==> src/rtl/program_loader_pkg.sv <==
// Shared types and constants for the RISC15 boot-time program loader.
package loader_pkg;
    localparam int LD_MAX_WORDS = 32;
    localparam int LD_BYTE_W    = 8;

    typedef enum logic [2:0] {
        IDLE = 3'd0,
        HI   = 3'd1,
        LO   = 3'd2,
        CHK  = 3'd3,
        DONE = 3'd4,
        ERR  = 3'd5
    } state_t;
endpackage

==> src/rtl/program_loader_if.sv <==
// Byte-stream input and memory load port between the loader and its neighbours.
interface program_loader_if
    import loader_pkg::*;
#(
    parameter int ADDR_W = 5,
    parameter int DATA_W = 16
);
    logic                 in_valid;
    logic [LD_BYTE_W-1:0] in_data;
    logic                 in_ready;
    logic                 ld_we;
    logic [ADDR_W-1:0]    ld_addr;
    logic [DATA_W-1:0]    ld_data;
    logic                 core_rst;
    logic                 done;
    logic                 err;

    modport master (
        output in_valid, in_data,
        input  in_ready, ld_we, ld_addr, ld_data, core_rst, done, err
    );

    modport slave (
        input  in_valid, in_data,
        output in_ready, ld_we, ld_addr, ld_data, core_rst, done, err
    );
endinterface

==> src/rtl/program_loader.sv <==
// Assembles a framed byte stream into 16-bit words, writes them to core memory,
// and keeps the core in reset until the frame checksum matches.
module program_loader
    import loader_pkg::*;
#(
    parameter int ADDR_W = 5,
    parameter int DATA_W = 16
) (
    input logic             clk,
    input logic             proc_rst,
    input logic             restart,
    program_loader_if.slave bus
);
    localparam int CNT_W = ADDR_W + 1;
    localparam logic [LD_BYTE_W-1:0] MAX_COUNT = LD_BYTE_W'(LD_MAX_WORDS);

    state_t               state_q, state_d;
    logic [CNT_W-1:0]     cnt_q, cnt_d;
    logic [CNT_W-1:0]     num_q, num_d;
    logic [CNT_W-1:0]     cnt_inc;
    logic [LD_BYTE_W-1:0] hi_q, hi_d;
    logic [LD_BYTE_W-1:0] acc_q, acc_d;
    logic                 ld_we_q, ld_we_d;
    logic [ADDR_W-1:0]    ld_addr_q, ld_addr_d;
    logic [DATA_W-1:0]    ld_data_q, ld_data_d;
    logic                 accept;

    assign accept  = bus.in_valid && bus.in_ready;
    assign cnt_inc = cnt_q + 1'b1;

    // restart outranks any byte offered in the same cycle; that byte is simply lost
    always_comb begin
        state_d   = state_q;
        cnt_d     = cnt_q;
        num_d     = num_q;
        hi_d      = hi_q;
        acc_d     = acc_q;
        ld_we_d   = 1'b0;
        ld_addr_d = ld_addr_q;
        ld_data_d = ld_data_q;
        if (restart) begin
            state_d = IDLE;
        end else if (accept) begin
            case (state_q)
                IDLE: begin
                    if (bus.in_data == '0 || bus.in_data > MAX_COUNT) begin
                        state_d = ERR;
                    end else begin
                        num_d   = bus.in_data[CNT_W-1:0];
                        cnt_d   = '0;
                        acc_d   = '0;
                        state_d = HI;
                    end
                end
                HI: begin
                    hi_d    = bus.in_data;
                    acc_d   = acc_q ^ bus.in_data;
                    state_d = LO;
                end
                LO: begin
                    acc_d     = acc_q ^ bus.in_data;
                    ld_we_d   = 1'b1;
                    ld_addr_d = cnt_q[ADDR_W-1:0];
                    ld_data_d = {hi_q, bus.in_data};
                    cnt_d     = cnt_inc;
                    state_d   = (cnt_inc == num_q) ? CHK : HI;
                end
                CHK: begin
                    state_d = (bus.in_data == acc_q) ? DONE : ERR;
                end
                default: begin
                    state_d = state_q;
                end
            endcase
        end
    end

    always_ff @(posedge clk or posedge proc_rst) begin
        if (proc_rst) begin
            state_q   <= IDLE;
            cnt_q     <= '0;
            num_q     <= '0;
            hi_q      <= '0;
            acc_q     <= '0;
            ld_we_q   <= 1'b0;
            ld_addr_q <= '0;
            ld_data_q <= '0;
        end else begin
            state_q   <= state_d;
            cnt_q     <= cnt_d;
            num_q     <= num_d;
            hi_q      <= hi_d;
            acc_q     <= acc_d;
            ld_we_q   <= ld_we_d;
            ld_addr_q <= ld_addr_d;
            ld_data_q <= ld_data_d;
        end
    end

    assign bus.in_ready = (state_q != DONE) && (state_q != ERR);
    assign bus.core_rst = (state_q != DONE);
    assign bus.done     = (state_q == DONE);
    assign bus.err      = (state_q == ERR);
    assign bus.ld_we    = ld_we_q;
    assign bus.ld_addr  = ld_addr_q;
    assign bus.ld_data  = ld_data_q;
endmodule

==> src/flat_wrapper.sv <==
// flat-port wrapper written by rule: the top's interface ports become plain ports
module program_loader_flat import loader_pkg::*;
#(
    parameter int ADDR_W = 5,
    parameter int DATA_W = 16
)
  (clk, proc_rst, restart, bus_in_valid, bus_in_data, bus_in_ready, bus_ld_we, bus_ld_addr, bus_ld_data, bus_core_rst, bus_done, bus_err);
  program_loader_if #(.ADDR_W(ADDR_W), .DATA_W(DATA_W)) bus_i ();
  input logic clk;
  input logic proc_rst;
  input logic restart;
  input wire logic [$bits(bus_i.in_valid)-1:0] bus_in_valid;
  input wire logic [$bits(bus_i.in_data)-1:0] bus_in_data;
  output wire logic [$bits(bus_i.in_ready)-1:0] bus_in_ready;
  output wire logic [$bits(bus_i.ld_we)-1:0] bus_ld_we;
  output wire logic [$bits(bus_i.ld_addr)-1:0] bus_ld_addr;
  output wire logic [$bits(bus_i.ld_data)-1:0] bus_ld_data;
  output wire logic [$bits(bus_i.core_rst)-1:0] bus_core_rst;
  output wire logic [$bits(bus_i.done)-1:0] bus_done;
  output wire logic [$bits(bus_i.err)-1:0] bus_err;
  assign bus_i.in_valid = bus_in_valid;
  assign bus_i.in_data = bus_in_data;
  assign bus_in_ready = bus_i.in_ready;
  assign bus_ld_we = bus_i.ld_we;
  assign bus_ld_addr = bus_i.ld_addr;
  assign bus_ld_data = bus_i.ld_data;
  assign bus_core_rst = bus_i.core_rst;
  assign bus_done = bus_i.done;
  assign bus_err = bus_i.err;
  program_loader #(.ADDR_W(ADDR_W), .DATA_W(DATA_W)) u_core (.clk(clk), .proc_rst(proc_rst), .restart(restart), .bus(bus_i));
endmodule
==> config.mk <==
export PLATFORM = sky130hd
export DESIGN_NAME = program_loader_flat
export DESIGN_NICKNAME = d
export VERILOG_FILES = /design/src/rtl/program_loader_pkg.sv /design/src/rtl/program_loader_if.sv /design/src/rtl/program_loader.sv /design/src/flat_wrapper.sv
export SDC_FILE = /design/constraint.sdc
export NUM_CORES = 1
export LEC_CHECK = 0
export BUFFER_PORTS_ARGS = -buffer_cell sky130_fd_sc_hd__buf_2
export CAP_MARGIN = 20
export CORE_MARGIN = 5
export CORE_UTILIZATION = 45
export CTS_CLUSTER_DIAMETER = 80
export CTS_CLUSTER_SIZE = 14
export DETAILED_ROUTE_END_ITERATION = 6
export PLACE_DENSITY = 0.65
export SYNTH_ARGS = -nofsm -noshare
export SYNTH_HDL_FRONTEND = slang
export SYNTH_SLANG_ARGS = --single-unit
==> constraint.sdc <==
create_clock -name clk -period 2.45 [get_ports clk]
set_clock_uncertainty 0.05 [all_clocks]
set_input_delay 0.245 -clock clk [delete_from_list [all_inputs] [get_ports clk]]
set_output_delay 0.245 -clock clk [all_outputs]
set_load 0.05 [all_outputs]
==> summary.md <==
| Metric | Value |
|---|---|
| Count of cells resized by post-cts repair | `0` |
| Setup Slack @ Placement | `0.309 ns` |
| ANT cells | `0` |
| DRT iter0 DRCs | `between 100 and 150` |
| Top FF cell, synth | `dfrtp_1` |
| Post-CTS setup buffers | `0` |
| Tmin final | `2.06 ns` |
| GRT busiest layer | `met2` |
| Met1 GRT Util | `23.6%` |
| DRC violations left | `0` |
| CTS Hold Bufs | `0` |
| Final hold violations | `0` |
| Peak supply drop | `around 0.00055 V` |
| Ys Warns | `0` |
| Part of the cycle the worst path needs | `between 80% and 90%` |
| Final worst slack | `approximately 0.4 ns` |
| Final net count | `329` |
| Chip height | `86.9 µm` |
| Yosys cell types | `between 40 and 50` |
| Crit start category | `register` |
| Cells after Synth | `~280` |
| First-pass GRT wire length | `10.1 mm` |
| Post-Layout Cell Count | `391` |
| Worst-path clk slew | `approximately 0.1 ns` |
| Most common cell in the netlist | `nand2_1` |
| Yosys top cell by area | `dfrtp_1` |
| Hold slack | `0.0485 ns` |
| Synth Register Bits | `53` |
| Top cells by count, synth | `72 x nand2_1, 53 x dfrtp_1, 18 x nor3_1, 15 x nand2b_1, 13 x xnor2_1` |
| Placement Cell Area | `0.00292 mm²` |
| Grt ovf | `0` |
| Final-report max-slew violation count | `0` |
| Largest family of logic cells by synthesized area | `simple AND/OR/NAND/NOR gates` |
| Top cells by area, synth | `dfrtp_1 50%, nand2_1 10%, xnor2_1 4.3%` |
| Post-synth EDFFs | `0` |
| Critical Path RT | `2.59 ns` |
| H-tree Lvls | `2` |
| CTS sink cnt | `53` |
| Max_slew headroom | `between 50% and 60%` |
| RSZ-0062 raised after global routing | `false` |
| Compound-gate portion of the synthesized area | `6.69%` |
| Final setup violation count | `0` |
| Pwr dens | `964 mW/mm²` |
| Min-delay worst type | `in -> async` |
| Leakage | `1.47 nW` |
| Starting Density | `45.7%` |
| Root Driver | `clkbuf_8` |
| Die X-Extent | `86.9 µm` |
| Synth Area in Adders | `less than 1%` |
| GR met2 Demand/Resource | `27.5%` |
| Worst Tran Pin Value | `between 0.6 and 0.7 ns` |
| Die area | `approximately 0.0075 mm²` |
| Mux cell area share after synthesis | `7.02%` |
| Placed Instances | `384` |
| Max FO, Critical Path | `11` |
| Wire length per cell | `14.7 µm` |
| Yosys top cell area share | `about half` |
| Final RePlAce weighted congestion | `0.812` |
| Worst path arrival time | `2.20 ns` |
| Fin area | `0.00302 mm²` |
| Status | `finished clean` |
| Crit. End Element | `register` |
| Reg2Reg Launch Point | `u_core.state_q[1]` |
| Worst-Skew Late Latency | `about 0.31 ns` |
| WL final | `5.76 mm` |
| Std cell rows | `28` |
| # IOs | `38` |
| Number of global-route vias before repair | `~2100` |
| ANT nets after route | `0` |
| Initial antenna violation count | `0` |
| Pwr Total | `2.91 mW` |
| Max-capacitance violation count | `0` |
| DRT Pass-1 Iters | `6` |
| GR Layer Usage met3 | `3.12%` |
| Final Core Density | `52.0%` |
| Core area | `around 0.0058 mm²` |
| Mapped Nets | `295` |
| Post-DP HPWL | `~4.0 mm` |
| Via-to-Cell Ratio | `about 5.1` |
| CTS tree | `done` |
| Xor/xnor share of the synthesized area | `5.60%` |
| Post-synth ARST share | `100%` |
| Max Buffers Root-to-Sink | `2` |
| TNS Setup | `0 ns` |
| GRT Overall Usage | `17.1%` |
| Max Fclk | `485 MHz` |
| Mapped cell area | `between 0.002 and 0.003 mm²` |
| Synthesized area per cell | `9.42 µm²` |
| Worst setup path start | `u_core.state_q[1]` |
| Largest net degree at the start of global routing | `54` |
| Fraction of layout cells with a size suffix above 1 | `between 20% and 30%` |
| Synth Area in Simple Gates | `26.8%` |
| Vias | `2012` |
| Cts bufs inserted | `5` |
| Port buffer count | `37` |
| WS Path Type | `reg -> reg` |
| Sequential cell area fraction in the yosys report | `about half` |
| Layout area overhead | `13.7%` |
## critical path, cell delays in order, from the launching register on
cell and delay, ns:
dfrtp_1 0.50, nor3_1 0.44, o211ai_2 0.24, a21oi_2 0.15, buf_4 0.21, mux2_2 0.35
## kinds of logic after synthesis
family	Yosys count
adders and majority gates	1
DFF	53
muxes	15
buffers and inverters	22
AOI/OAI and AO/OA	28
xor gates and xnor gates	17
and+or+nand+nor	146
## path summary, 6_finish.rpt
path / end / slack, ns / cells after the start
max in group asynchronous: u_core.num_q[5] / 1.86 / 3
hold reg to reg: u_core.bus.ld_data[14] / 0.42 / 2
setup reg to reg: u_core.num_q[1] / 0.39 / 5
setup / recovery: u_core.num_q[1] / 0.39 / 5
min in group clk: u_core.state_q[2] / 0.09 / 2
hold / removal: u_core.bus.ld_data[5] / 0.05 / 3
## power breakdown
group	total, mW	switching (mW)	internal [mW]	leakage (nW)
combinational	1.01	0.631	0.380	0.726
sequential	1.31	0.190	1.12	0.689
clock	0.591	0.288	0.303	0.0546
## cell usage in the layout (no fill, tap or decap), types with 2 or more instances in the layout
cell       n
nand2_1   72
dfrtp_1   53
buf_2     37
nor3_1    18
nand2b_1  15
xnor2_1   13
nor2_1    10
mux2_2     9
nor4_1     8
a21oi_1    8
o21ai_0    7
buf_4      7
nand3_1    6
mux2_4     5
clkbuf_8   5
nor2b_1    4
xor2_1     4
inv_1      3
or2_2      2
a31oi_1    2
o22ai_1    2
or3_1      2
nand4_1    2
## final cells by class
class                   instances  area, µm²
repair buffers                 44        238
well taps                      75       93.8
clock buffers                   5       68.8
fillers                       542       2790
multi-input cells             207       1240
flip-flops and latches         53       1330
inverters                       5       18.8
clock inverters                 2       38.8
## layer usage
layer | vias to the layer above | share of wire (%)
li1 | 1015 | -
met1 | 947 | 47
met2 | 45 | 47
met3 | 5 | 4.6
met4 | 0 | 1.1
met5 | - | 0
## flip-flops by register name (all words and copies together), names as in the netlist
register / count
u_core.bus.ld_data: 16
u_core.cnt_q: 6
u_core.bus.ld_we: 1
u_core.acc_q: 8
u_core.num_q: 6
u_core.bus.ld_addr: 5
u_core.state_q: 3
u_core.hi_q: 8
Power figures use the tool's default switching activity.
